==> src/rtl/arm_mc_pkg.sv <==
// Shared types and select encodings for the ARM multicycle controller.
// Used by the controller top, its condition checker and the bench.
package arm_mc_pkg;

    typedef enum logic [3:0] {
        StFetch    = 4'd0,
        StDecode   = 4'd1,
        StMemAdr   = 4'd2,
        StMemRd    = 4'd3,
        StMemWb    = 4'd4,
        StMemWr    = 4'd5,
        StExecuteR = 4'd6,
        StExecuteI = 4'd7,
        StAluWb    = 4'd8,
        StBranch   = 4'd9
    } state_t;

    localparam logic [1:0] ALU_ADD = 2'b00;
    localparam logic [1:0] ALU_SUB = 2'b01;
    localparam logic [1:0] ALU_AND = 2'b10;
    localparam logic [1:0] ALU_ORR = 2'b11;

    localparam logic [1:0] OP_DP  = 2'b00;
    localparam logic [1:0] OP_MEM = 2'b01;
    localparam logic [1:0] OP_B   = 2'b10;

    localparam logic [1:0] SRCB_RD2  = 2'b00;
    localparam logic [1:0] SRCB_IMM  = 2'b01;
    localparam logic [1:0] SRCB_FOUR = 2'b10;

    localparam logic [1:0] RES_ALUOUT = 2'b00;
    localparam logic [1:0] RES_DATA   = 2'b01;
    localparam logic [1:0] RES_ALU    = 2'b10;

endpackage

==> src/rtl/condition_check.sv <==
// ARM condition-code evaluation against the NZCV flags {N,Z,C,V}.
// Code 1111 is treated as always-execute.
module condition_check (
    input  logic [3:0] cond,
    input  logic [3:0] flags,
    output logic       condex
);
    logic w_n, w_z, w_c, w_v, w_ge;

    assign {w_n, w_z, w_c, w_v} = flags;
    assign w_ge = (w_n == w_v);

    always_comb begin
        condex = 1'b1;
        unique case (cond)
            4'b0000: condex = w_z;
            4'b0001: condex = ~w_z;
            4'b0010: condex = w_c;
            4'b0011: condex = ~w_c;
            4'b0100: condex = w_n;
            4'b0101: condex = ~w_n;
            4'b0110: condex = w_v;
            4'b0111: condex = ~w_v;
            4'b1000: condex = w_c & ~w_z;
            4'b1001: condex = ~w_c | w_z;
            4'b1010: condex = w_ge;
            4'b1011: condex = ~w_ge;
            4'b1100: condex = ~w_z & w_ge;
            4'b1101: condex = w_z | ~w_ge;
            default: condex = 1'b1;
        endcase
    end
endmodule

==> src/rtl/arm_multicycle_controller.sv <==
// Multicycle ARM control unit: main FSM, NZCV flag register and the condition
// result latched in DECODE that gates every architectural write.
module arm_multicycle_controller
    import arm_mc_pkg::*;
(
    input  logic       clk,
    input  logic       reset,
    input  logic [3:0] cond,
    input  logic [1:0] op,
    input  logic [5:0] funct,
    input  logic [3:0] rd,
    input  logic [3:0] aluflags,
    output logic       pcwrite,
    output logic       irwrite,
    output logic       regwrite,
    output logic       memwrite,
    output logic       adrsrc,
    output logic       alusrca,
    output logic [1:0] alusrcb,
    output logic [1:0] resultsrc,
    output logic [1:0] immsrc,
    output logic [1:0] regsrc,
    output logic [1:0] alucontrol,
    output logic [3:0] state
);
    state_t     r_state, w_next;
    logic [3:0] r_flags;
    logic       r_condex;
    logic       w_condex;
    logic [1:0] w_dp_alu;
    logic       w_cmd_valid;
    logic       w_pcwrite, w_irwrite, w_regwrite, w_memwrite;
    logic       w_rd_pc;
    logic       w_flag_upd;

    condition_check u_cond (
        .cond   (cond),
        .flags  (r_flags),
        .condex (w_condex)
    );

    always_comb begin
        w_cmd_valid = 1'b1;
        w_dp_alu    = ALU_ADD;
        case (funct[4:1])
            4'b0100: w_dp_alu = ALU_ADD;
            4'b0010: w_dp_alu = ALU_SUB;
            4'b0000: w_dp_alu = ALU_AND;
            4'b1100: w_dp_alu = ALU_ORR;
            default: w_cmd_valid = 1'b0;
        endcase
    end

    assign w_rd_pc    = (rd == 4'd15);
    assign w_flag_upd = ((r_state == StExecuteR) || (r_state == StExecuteI)) &&
                        funct[0] && r_condex && w_cmd_valid;

    always_ff @(posedge clk or negedge reset) begin
        if (!reset) begin
            r_state  <= StFetch;
            r_flags  <= 4'b0000;
            r_condex <= 1'b0;
        end else begin
            r_state <= w_next;
            if (r_state == StDecode) r_condex <= w_condex;
            if (w_flag_upd) begin
                r_flags[3:2] <= aluflags[3:2];
                // Logical ops leave carry and overflow untouched
                if (w_dp_alu == ALU_ADD || w_dp_alu == ALU_SUB) r_flags[1:0] <= aluflags[1:0];
            end
        end
    end

    always_comb begin
        w_next     = StFetch;
        w_pcwrite  = 1'b0;
        w_irwrite  = 1'b0;
        w_regwrite = 1'b0;
        w_memwrite = 1'b0;
        adrsrc     = 1'b0;
        alusrca    = 1'b0;
        alusrcb    = SRCB_RD2;
        resultsrc  = RES_ALUOUT;
        alucontrol = ALU_ADD;
        case (r_state)
            StFetch: begin
                w_irwrite = 1'b1;
                w_pcwrite = 1'b1;
                alusrca   = 1'b1;
                alusrcb   = SRCB_FOUR;
                resultsrc = RES_ALU;
                w_next    = StDecode;
            end
            StDecode: begin
                alusrca   = 1'b1;
                alusrcb   = SRCB_FOUR;
                resultsrc = RES_ALU;
                case (op)
                    OP_MEM:  w_next = StMemAdr;
                    OP_DP:   w_next = funct[5] ? StExecuteI : StExecuteR;
                    OP_B:    w_next = StBranch;
                    default: w_next = StFetch;
                endcase
            end
            StMemAdr: begin
                alusrcb = SRCB_IMM;
                w_next  = funct[0] ? StMemRd : StMemWr;
            end
            StMemRd: begin
                adrsrc = 1'b1;
                w_next = StMemWb;
            end
            StMemWb: begin
                resultsrc  = RES_DATA;
                w_regwrite = r_condex;
                w_pcwrite  = r_condex & w_rd_pc;
            end
            StMemWr: begin
                adrsrc     = 1'b1;
                w_memwrite = r_condex;
            end
            StExecuteR: begin
                alucontrol = w_dp_alu;
                w_next     = StAluWb;
            end
            StExecuteI: begin
                alusrcb    = SRCB_IMM;
                alucontrol = w_dp_alu;
                w_next     = StAluWb;
            end
            StAluWb: begin
                w_regwrite = r_condex;
                w_pcwrite  = r_condex & w_rd_pc;
            end
            StBranch: begin
                alusrcb   = SRCB_IMM;
                resultsrc = RES_ALU;
                w_pcwrite = r_condex;
            end
            default: w_next = StFetch;
        endcase
    end

    // Write enables are held off for as long as reset is asserted
    assign pcwrite  = w_pcwrite & reset;
    assign irwrite  = w_irwrite & reset;
    assign regwrite = w_regwrite & reset;
    assign memwrite = w_memwrite & reset;

    assign immsrc = op;
    assign regsrc = {op == OP_B, (op == OP_MEM) & ~funct[0]};
    assign state  = r_state;

endmodule

==> config.mk <==
export PLATFORM = sky130hd
export DESIGN_NAME = arm_multicycle_controller
export DESIGN_NICKNAME = d
export VERILOG_FILES = /design/src/rtl/arm_mc_pkg.sv /design/src/rtl/condition_check.sv /design/src/rtl/arm_multicycle_controller.sv
export SDC_FILE = /design/constraint.sdc
export NUM_CORES = 1
export LEC_CHECK = 0
export BUFFER_PORTS_ARGS = -buffer_cell sky130_fd_sc_hd__buf_2
export CELL_PAD_IN_SITES_DETAIL_PLACEMENT = 0
export CELL_PAD_IN_SITES_GLOBAL_PLACEMENT = 1
export CORE_MARGIN = 2
export CORE_UTILIZATION = 32
export DETAILED_ROUTE_END_ITERATION = 10
export PLACE_DENSITY = 0.92
export SLEW_MARGIN = 40
export SYNTH_ARGS = -nofsm -noshare
export SYNTH_HDL_FRONTEND = slang
export SYNTH_SLANG_ARGS = --single-unit
==> constraint.sdc <==
create_clock -name clk -period 3.3 [get_ports clk]
set_clock_uncertainty 0.1 [all_clocks]
set_input_delay 0.165 -clock clk [delete_from_list [all_inputs] [get_ports clk]]
set_output_delay 0.165 -clock clk [all_outputs]
set_load 0.1 [all_outputs]
== Word-level counts from Yosys, hierarchy flattened ==
Index checks and enable logic that the tools add are counted.

* Flip-flop bits (word level): 9
* Output and inout bits: 20
* Logic and storage cells: 84

* Equality and inequality tests: 30
* Mux-type cells: 16
* Bitwise logic cells: 16
* Reduce and logical (&&, ||, !) cells: 18

{| class="wikitable"
|+ Operator list
! operator !! number
|-
| 4-bit == test (second input constant) || 10
|-
| 4-bit by 3-bit == test with 1-bit output (second input constant) || 9
|-
| 4-bit by 2-bit == test with 1-bit output (second input constant) || 5
|-
| 4-bit one-hot mux with 5 select lines || 1
|-
| 1-bit one-hot mux with 14 select lines || 1
|-
| 4-bit logical NOT || 3
|-
| 4-bit one-hot mux with 3 select lines || 1
|-
| 1-bit bitwise AND || 8
|-
| 4-bit by 1-bit == test with 1-bit output (second input constant) || 2
|-
| 2-bit one-hot mux with 2 select lines || 2
|-
| 2-bit OR reduction || 4
|-
| 1-bit 2-to-1 mux || 7
|-
| 1-bit NOT || 6
|-
| 2-bit one-hot mux with 3 select lines || 1
|-
| 3-bit OR reduction || 2
|-
| 2-bit by 1-bit == test with 1-bit output (second input constant) || 2
|-
| 2-bit logical NOT || 2
|-
| 4-bit OR reduction || 1
|-
| 1-bit logical AND || 3
|-
| 3-bit 2-to-1 mux || 1
|-
| 1-bit one-hot mux with 3 select lines || 1
|-
| 2-bit == test (second input constant) || 1
|-
| 1-bit logical OR || 2
|-
| 2-bit 2-to-1 mux || 1
|-
| other kinds (3) || 4
|}

== Depth between registers and ports, before layout ==
Gate-level depths: netlist (run 1).

* Depth in word-level cells: 6
* Mapped depth: 6
* Gate-level depth less buffers: 5

== By module ==
A second synthesis (run 1) with hierarchy kept.

* Cell total of the unflattened synthesis: 95
* Area, all modules: 815.8 um^2

{| class="wikitable"
|+ By module, submodules not included
! module !! times used !! cells an instance !! area an instance (um^2) !! seq. area each (um^2)
|-
| arm_multicycle_controller || 1 || 72 || 650.6 || 225.2
|-
| condition_check || 1 || 23 || 165.2 || 0.0
|}

== Least setup slack after synthesis (run 1) ==
OpenSTA, ideal clock, no wires.

* Path type: flip-flop to output port
* Start point: register r_state[3], in the netlist state[3]
* End point: output port pcwrite
* Arrival: 7.198 ns
* Path slack: -4.163 ns
* Stages on the path, launching flop included: 4
* Path buffers: 0
* Cells stage by stage: dfrtp_1 nand2b_1 a2111oi_0 a32o_1

* Word-level cells in the longest chain between the ends: 4
* Elaborated cells on any way between the ends: 7
* Classes of those cells: eq/ne: 3; mux: 1; bitwise: 1; reduce/logical: 2

{| class="wikitable"
|+ RTL lines
! item !! RTL line !! text
|-
| start: declaration || arm_multicycle_controller.sv:26 || <nowiki>state_t r_state, w_next;</nowiki>
|-
| start signal: assignment || arm_multicycle_controller.sv:60 || <nowiki>r_state <= StFetch;</nowiki>
|-
| start signal: assignment || arm_multicycle_controller.sv:64 || <nowiki>r_state <= w_next;</nowiki>
|-
| 4-bit == test or 4-bit by 3-bit == test with 1-bit output (tied branches) || arm_multicycle_controller.sv:85 || <nowiki>case (r_state)</nowiki>
|-
| 2-bit OR reduction (no line) || n/a ||
|-
| 1-bit one-hot mux with 3 select lines (*) || arm_multicycle_controller.sv:85 ||
|-
| 1-bit bitwise AND (*) || arm_multicycle_controller.sv:145 || <nowiki>assign pcwrite = w_pcwrite & reset;</nowiki>
|-
| end: declaration || arm_multicycle_controller.sv:13 || <nowiki>output logic pcwrite,</nowiki>
|}

Every way passes the cells marked *; elsewhere a longest branch is shown, timed or not.

== Worst setup path in the final report (run 1) ==
Same ends and word-level chain as after synthesis.

==> results of run 1 <==
-- state kept, by name, summed over array words and instances, names as in the netlist --
signal,count
r_condex,1
r_flags,4
state,4
-- Yosys cell counts (2+ instances only) --
cell type / n / area (um2)
nor3b_1: 3 / 22.5
a21oi_1: 4 / 20.0
mux2_1: 2 / 22.5
dfrtp_1: 9 / 225
nand2b_1: 4 / 25.0
mux2_2: 3 / 33.8
buf_4: 2 / 15.0
nor3_1: 8 / 40.0
clkbuf_1: 6 / 22.5
nand3_1: 2 / 10.0
xnor2_1: 5 / 43.8
nand2_1: 7 / 26.3
a211oi_1: 2 / 15.0
o21ai_0: 5 / 25.0
nor2b_1: 4 / 25.0
a31oi_1: 3 / 18.8
nor2_1: 7 / 26.3
-- metal layers --
metal	track usage, %	vias up
li1	-	415
met1	17.9	411
met2	30.6	30
met3	3.39	2
met4	6.84	0
met5	0	-
-- worst register-to-register path: stages, from the launching register on --
cell and delay [ns]:
dfrtp_1 0.70, nand2b_4 0.14, or3b_1 0.42, a211o_1 0.30, nor2_2 0.13, mux2_1 0.34
-- cells by family after synthesis --
group	count (synthesis)	synth area share (%)
XOR/XNOR	6	6.87
buffers and inverters	9	5.40
flip-flops	9	29.5
AND/OR/NAND/NOR	42	30.8
AO/OA/AOI/OAI	22	18.8
multiplexers	6	8.67
-- cell type report --
type / instances / area [um2]
multi-input cells: 76 / 547
clock buffers: 4 / 26.3
fillers: 219 / 1180
flip-flops and latches: 9 / 225
well taps: 28 / 35.0
inverters: 1 / 3.75
repair buffers: 42 / 215
-- final timing paths --
kind / start / to / cells past startpoint / slack, ns
worst max-delay path: state[3] / pcwrite / 4 / 0.89
worst min-delay path: aluflags[0] / r_flags[0] / 2 / 0.03
worst max register to register: state[2] / r_flags[0] / 5 / 1.06
worst min register to register: r_flags[1] / r_flags[1] / 1 / 0.41
max in group asynchronous: reset / r_flags[1] / 2 / 2.68
min in group asynchronous: reset / state[3] / 2 / 0.20
-- metrics by stage --
stage / TNS [ns] / utilization (%) / instance area, um2
after floorplan: -0.497 / - / 813
after global placement: 0 / 45.5 / 1020
after detailed placement: 0 / 45.5 / 1020
after CTS: 0 / 47.1 / 1050
after global routing: 0 / 47.1 / 1050
final: 0 / 47.1 / 1050
==> metrics.yaml, run 1 <==
route:
  firstDrtPassIters: 4
  wl_met2_um: 1130
  met1_length_um: 860
  drt-initial-drc-count: 21
  wl_per_cell_um: 13.3
  drcViolationCount: 0
  vias_per_cell: 5.36
  top_layer: "met4"
  wl_um: 2130
  postRouteAntennaNets: 0
  route.vias.total: 858
  dr_wl_met3_um: 128
critical_path:
  max_stage_delay_ns: 0.68
  cp.required_ns: 3.03
  worstSetupPathType: "reg2out"
  crit_chain: "nand2b_1, a2111oi_4, a32o_1, buf_2"
  path_buf_inv: 1
  critPathCaptureType: "primary output"
  cp_slowest_cell: "dfrtp_1"
  crit_family: "flip-flops"
  arrival_ns: 2.14
  cp_max_fo: 16
  critPathLaunchType: "flop"
global_route:
  antenna_found_initial: 0
  grt_pass1_wl_um: 3410
  grt_start_max_net_pins: 17
  track_usage_pct: 16.5
  overflow: 0
  grt_pass1_vias: 794
logic_synthesis:
  ys_ff_latch: 9
  synth_edf_count: 0
  synthArstFlopShare_pct: 100
  synth.avg_cell_area_um2: 8.13
  ys_warn_count: 0
  syn_area_um2: 764
  synth_cell_types: 35
  synth_ff_type: "dfrtp_1"
  seq_area_frac_synth_pct: 29.5
  postSynthCellCount: 94
  syn-num-nets: 116
cells_and_area:
  final_cells: 160
  num_antenna_cells: 0
  drive_above_1_share_pct: 43.2
  layout_common_cells: "buf_2, dfrtp_1, nor2_1, nand2_1, nor3_2"
  finalNetCount: 155
  layout_commonest_cell: "buf_2"
  area_growth_pct: 37.6
hold_path:
  hold_path_class: "in2reg"
timing:
  tightest_slew_ns: 0.574
  fmax_ghz: 0.415
  max_slew_margin_pct: 61.7
  hold_viol: 0
  maxSlewViolCount: 0
  hold_ws_ns: 0.0344
  rsz0062_at_grt: "no"
  fin_crit_ns: 2.41
  fin_crit_sh_pct: 73.0
  setup_violations: 0
  finalWorstSetupSlack_ns: 0.892
floorplanning:
  core_area_um2: 2230
  ioPinCount: 42
  die_w_um: 52.9
  initial_core_util_pct: 34.2
  die_area_um2: 2800
  rows: 17
  die_h_um: 52.9
clock_network:
  cts_tree: "built"
  clk_pin_slew_ns: 0.07
  cts_hold_buf: 1
  cts_sinks: 9
  root_buffer: "clkbuf_4"
  post_cts_resized: 0
  htree_levels: 1
  cts_buffers: 3
  post-cts-setup-buffer-count: 0
  worstSkewPairLatency_ns: 0.26
  cts.path.max_buffers: 2
place:
  dpl_worst_slack_ns: 1.06
  dp_hpwl_um: 1610
  dp.cells: 155
  port_buffers: 41
  gp_congestion: 0.743
outcome:
  status: "complete, no violations"
job:
  drv_cap: 0
Power of run 1 is left out: the tool's default activity adds up to more than one toggle a clock period on the data nets, which glitch-free logic cannot reach.
==> run 2, diff against run 1 <==
--- a/config.mk
+++ b/config.mk
@@ -9,9 +9,9 @@
 export CELL_PAD_IN_SITES_DETAIL_PLACEMENT = 0
 export CELL_PAD_IN_SITES_GLOBAL_PLACEMENT = 1
 export CORE_MARGIN = 2
-export CORE_UTILIZATION = 32
+export CORE_UTILIZATION = 27
 export DETAILED_ROUTE_END_ITERATION = 10
-export PLACE_DENSITY = 0.92
+export PLACE_DENSITY = 0.83
 export SLEW_MARGIN = 40
 export SYNTH_ARGS = -nofsm -noshare
 export SYNTH_HDL_FRONTEND = slang
==> constraint.sdc (replaced) <==
create_clock -name clk -period 2.04 [get_ports clk]
set_clock_uncertainty 0.1 [all_clocks]
set_input_delay 0.102 -clock clk [delete_from_list [all_inputs] [get_ports clk]]
set_output_delay 0.102 -clock clk [all_outputs]
set_load 0.1 [all_outputs]
==> run 2 against run 1 <==
  * Routed wire length grew 2.4%
  * Final cell count grew 8.1%
  * Non-clock buffer count rose by 10
  * Final area up 29%
  * Sequential share of layout area fell by 3.7 points
  * First-iteration DRC count is 67% higher
  * Largest cell class unchanged
  * Flip-flop and latch count did not move
  * Utilization grew 2.5 points
  * Via count rose by 3.6%
  * Global-route usage is 2.7 points lower
  * Critical path depth grew 1
  * Register-to-register slack got worse by 1.0 ns
==> metrics.yaml, run 2 (synthesized netlist as in run 1, its figures left out) <==
outcome:
  status: "complete, no violations"
critical_path:
  cp_slowest_cell: "dfrtp_4"
  crit_chain: "nand2b_4, or3b_1, a211o_1, nor2_2, mux2_1"
  critPathLaunchType: "flop"
  max_stage_delay_ns: 0.48
  cp.required_ns: 2.08
  ff2ff_path_depth: 5
  critPathCaptureType: "flop"
  arrival_ns: 2.04
  r2r-start: "state[3]"
  regToRegSetupSlack_ns: 0.04
  cp_max_fo: 3
  worstSetupPathType: "reg2reg"
  r2r_end: "r_flags[0]"
route:
  wl_um: 2180
  firstDrtPassIters: 4
  postRouteAntennaNets: 0
  drcViolationCount: 0
  vias_per_cell: 5.14
  route.vias.total: 889
  wl_per_cell_um: 12.6
  drt-initial-drc-count: 35
timing:
  fin_crit_sh_pct: 98.1
  setup_violations: 0
  tightest_slew_ns: 0.489
  rsz0062_at_grt: "yes"
  hold_viol: 0
  max_slew_margin_pct: 67.6
  fin_crit_ns: 2.00
  maxSlewViolCount: 0
  fmax_ghz: 0.500
hold_path:
  min-delay-start: "funct[0]"
  min_to: "state[2]"
  hold_path_depth: 3
  hold_path_class: "in2reg"
global_route:
  grt_pass1_wl_um: 3570
  grt_start_max_net_pins: 16
  overflow: 0
  track_usage_pct: 13.8
  antenna_found_initial: 0
  grt_pass1_vias: 809
place:
  port_buffers: 41
  gp_congestion: 0.816
  dp_hpwl_um: 1690
clock_network:
  cts.path.max_buffers: 2
  clk_pin_slew_ns: 0.06
  cts_tree: "built"
  cts_buffers: 3
  root_buffer: "clkbuf_4"
  cts_sinks: 9
  worstSkewPairLatency_ns: 0.26
  htree_levels: 1
  post-cts-setup-buffer-count: 0
cells_and_area:
  layout_common_cells: "buf_2, nand2_1, buf_12"
  drive_above_1_share_pct: 52.1
  finalNetCount: 165
  layout_commonest_cell: "buf_2"
  num_antenna_cells: 0
  utilization_pct: 49.6
  area_growth_pct: 77.3
floorplanning:
  die_h_um: 57.2
  ioPinCount: 42
  die_w_um: 57.2
  rows: 19
  initial_core_util_pct: 28.0
  die_area_um2: 3270
  core_area_um2: 2730
job:
  drv_cap: 0
## run 2: worst max-delay path: cells and delay by family (launching register included)
family	cells	cell delay [ns]
AO/OA/AOI/OAI	1	0.29
flip-flops	1	0.48
multiplexers	1	0.34
AND/OR/NAND/NOR	3	0.66
## run 2: timing repair
item | CTS | global route
setup endpoints to repair | 1 | 3
pin swaps | 0 | 2
gates resized for setup | 1 | 4
hold buffers | 5 | 0
cloned | 0 | 0
endpoints found under the hold margin | 13 | 0
## run 2: cell type report
type / instances / area (um2)
clock buffer: 4 / 26.3
fill: 259 / 1380
inverter: 1 / 3.75
multi-input combinational: 76 / 628
tap: 31 / 38.8
timing repair buffer: 52 / 418
sequential: 9 / 240
## run 2: layer usage
| layer | GRT usage (%) | vias to the layer above | wire (um) | share of wire [%] |
|---|---|---|---|---|
| li1 | - | 433 | - | - |
| met1 | 17.3 | 416 | 919 | 42 |
| met2 | 23.2 | 38 | 1080 | 50 |
| met3 | 4.76 | 2 | 162 | 7.4 |
| met4 | 2.99 | 0 | 10 | 0.46 |
| met5 | 0 | - | 0 | 0 |
## run 2: worst max-delay path by stage
stage              from         end  slack (ns)  depth (start not counted)
4_1_cts        state[3]     pcwrite        0.03                          5
3_5_place_dp   state[3]  r_flags[0]        0.08                          5
3_3_place_gp   state[3]  r_flags[1]        0.14                          5
6_report       state[3]  r_flags[0]        0.04                          5
2_1_floorplan  state[3]     pcwrite       -0.77                          3
5_1_grt        state[3]  r_flags[0]     0.00007                          5
## run 2: metrics by stage
stage / std cells / setup WS (ns) / setup TNS, ns / cell area [um2] / hold slack (ns)
3_5_place_dp: 164 / 0.0762 / 0 / 1260 / -0.104
5_1_grt: 173 / 0.0000686 / 0 / 1360 / 0.103
2_1_floorplan: 94 / -0.769 / -2.77 / 913 / -0.294
3_3_place_gp: 164 / 0.143 / 0 / 1260 / -0.107
6_report: 173 / 0.0393 / 0 / 1360 / 0.0763
4_1_cts: 173 / 0.0338 / 0 / 1340 / 0.0722
Power of run 2 is left out for the same reason.
==> run 3, diff against run 2 <==
--- a/config.mk
+++ b/config.mk
@@ -5,13 +5,14 @@
 export SDC_FILE = /design/constraint.sdc
 export NUM_CORES = 1
 export LEC_CHECK = 0
-export BUFFER_PORTS_ARGS = -buffer_cell sky130_fd_sc_hd__buf_2
+export CAP_MARGIN = 10
 export CELL_PAD_IN_SITES_DETAIL_PLACEMENT = 0
 export CELL_PAD_IN_SITES_GLOBAL_PLACEMENT = 1
 export CORE_MARGIN = 2
-export CORE_UTILIZATION = 27
+export CORE_UTILIZATION = 37
 export DETAILED_ROUTE_END_ITERATION = 10
-export PLACE_DENSITY = 0.83
+export DONT_BUFFER_PORTS = 1
+export PLACE_DENSITY = 0.8
 export SLEW_MARGIN = 40
 export SYNTH_ARGS = -nofsm -noshare
 export SYNTH_HDL_FRONTEND = slang
==> run 3 against run 2 <==
  * The run now ends with setup timing left
  * Register-to-register slack got worse by 0.06 ns
  * Critical endpoint is now r_flags[1]
  * Flip-flop and latch count unchanged
  * First-iteration DRC count down 40%
  * Non-clock buffer count down 15
  * Highest routed layer unchanged
  * Maximum frequency down 2.8%
==> metrics.yaml, run 3 (synthesized netlist as in run 1, its figures left out) <==
outcome:
  status: "finished, violations left"
  violations: "setup timing"
place:
  dp_hpwl_um: 1580
  placed_area_um2: 1180
  dpl_worst_slack_ns: 0.0326
  port_buffers: 0
  gp_congestion: 0.786
critical_path:
  max_stage_delay_ns: 0.49
  cp_max_fo: 3
  cp.required_ns: 2.09
  critPathCaptureType: "flop"
  critPathLaunchType: "flop"
  arrival_ns: 2.10
  cp_slowest_cell: "dfrtp_4"
  worstSetupPathType: "reg2reg"
  crit_chain: "nand2b_4, or3b_4, a211o_1, nor2_4, mux2_4"
global_route:
  grt_pass1_vias: 815
  antenna_found_initial: 0
  grt_pass1_wl_um: 3750
  track_usage_pct: 20.1
  overflow: 0
  grt_start_max_net_pins: 16
clock_network:
  worstSkewPairLatency_ns: 0.26
  cts.path.max_buffers: 2
  clk_pin_slew_ns: 0.06
  cts_buffers: 3
  root_buffer: "clkbuf_4"
  cts_sinks: 9
  cts_tree: "built"
  htree_levels: 1
cells_and_area:
  layout_commonest_cell: "buf_4"
  fillers: 159
  num_antenna_cells: 0
  area_growth_pct: 83.0
  finalNetCount: 150
  final_cell_area_um2: 1400
  layout_common_cells: "buf_4, dlygate4sd3_1, buf_12"
  drive_above_1_share_pct: 45.7
floorplanning:
  die_area_um2: 2450
  ioPinCount: 42
  die_w_um: 49.5
  die_h_um: 49.5
  rows: 16
  core_area_um2: 1960
  initial_core_util_pct: 39.0
route:
  wl_um: 2350
  firstDrtPassIters: 4
  vias_per_cell: 5.42
  route.vias.total: 835
  drt-initial-drc-count: 21
  wl_per_cell_um: 15.2
  postRouteAntennaNets: 0
  drcViolationCount: 0
hold_path:
  hold_path_class: "in2reg"
timing:
  maxSlewViolCount: 0
  setup_violations: 2
  max_slew_margin_pct: 70.6
  setup_tns_ns: -0.0325
  tightest_slew_ns: 0.441
  fmax_ghz: 0.486
  hold_viol: 0
  finalWorstSetupSlack_ns: -0.0177
  fin_crit_sh_pct: 101
  rsz0062_at_grt: "yes"
  fin_crit_ns: 2.06
job:
  drv_cap: 0
[run 3: worst max-delay path, delay by kind of cell, from the launching register on]
kind	cells	cell delay (ns)
simple gates	3	0.69
compound gates	1	0.35
flops	1	0.49
mux	1	0.31
[run 3: through the flow]
| step | std cells | util, % | hold slack (ns) |
|---|---|---|---|
| after global placement | 135 | 60.1 | -0.293 |
| after floorplan | 94 | - | -0.294 |
| after detailed placement | 135 | 60.1 | -0.293 |
| after global routing | 154 | 71.3 | 0.0199 |
| final | 154 | 71.3 | 0.0101 |
| after CTS | 152 | 69.5 | 0.000219 |
[run 3: area by class of cell]
class / instances / area, um2 / share of cell area (%)
clock buffer: 4 / 26.3 / 1.88
inverter: 1 / 3.75 / 0.268
multi-input combinational: 76 / 669 / 47.9
sequential: 9 / 240 / 17.2
tap: 27 / 33.8 / 2.42
timing repair buffer: 37 / 425 / 30.4
[run 3: worst paths after layout]
kind	from	end	slack, ns	cells past startpoint
hold reg to reg	r_flags[2]	r_flags[2]	0.47	1
hold / removal	funct[5]	state[0]	0.01	2
setup reg to reg	state[3]	r_flags[1]	-0.02	5
setup / recovery	state[3]	r_flags[1]	-0.02	5
max in group asynchronous	reset	state[3]	1.42	1
min in group asynchronous	reset	r_condex	0.10	1
[run 3: timing repair]
item                       in CTS  in global routing
hold endpoints to repair       18                  0
gates cloned                    0                  0
setup buffers                   2                  2
setup endpoints to repair       2                  5
hold buffers                   11                  0
pin swaps                       2                  2
gates resized for setup         7                  6
[run 3: routing by layer]
metal	global-route usage, %	wire length [um]
met3	2.73	142
met4	11.6	51
met5	0	0
met1	25.1	1010
met2	33.1	1140
Power of run 3 is left out for the same reason.
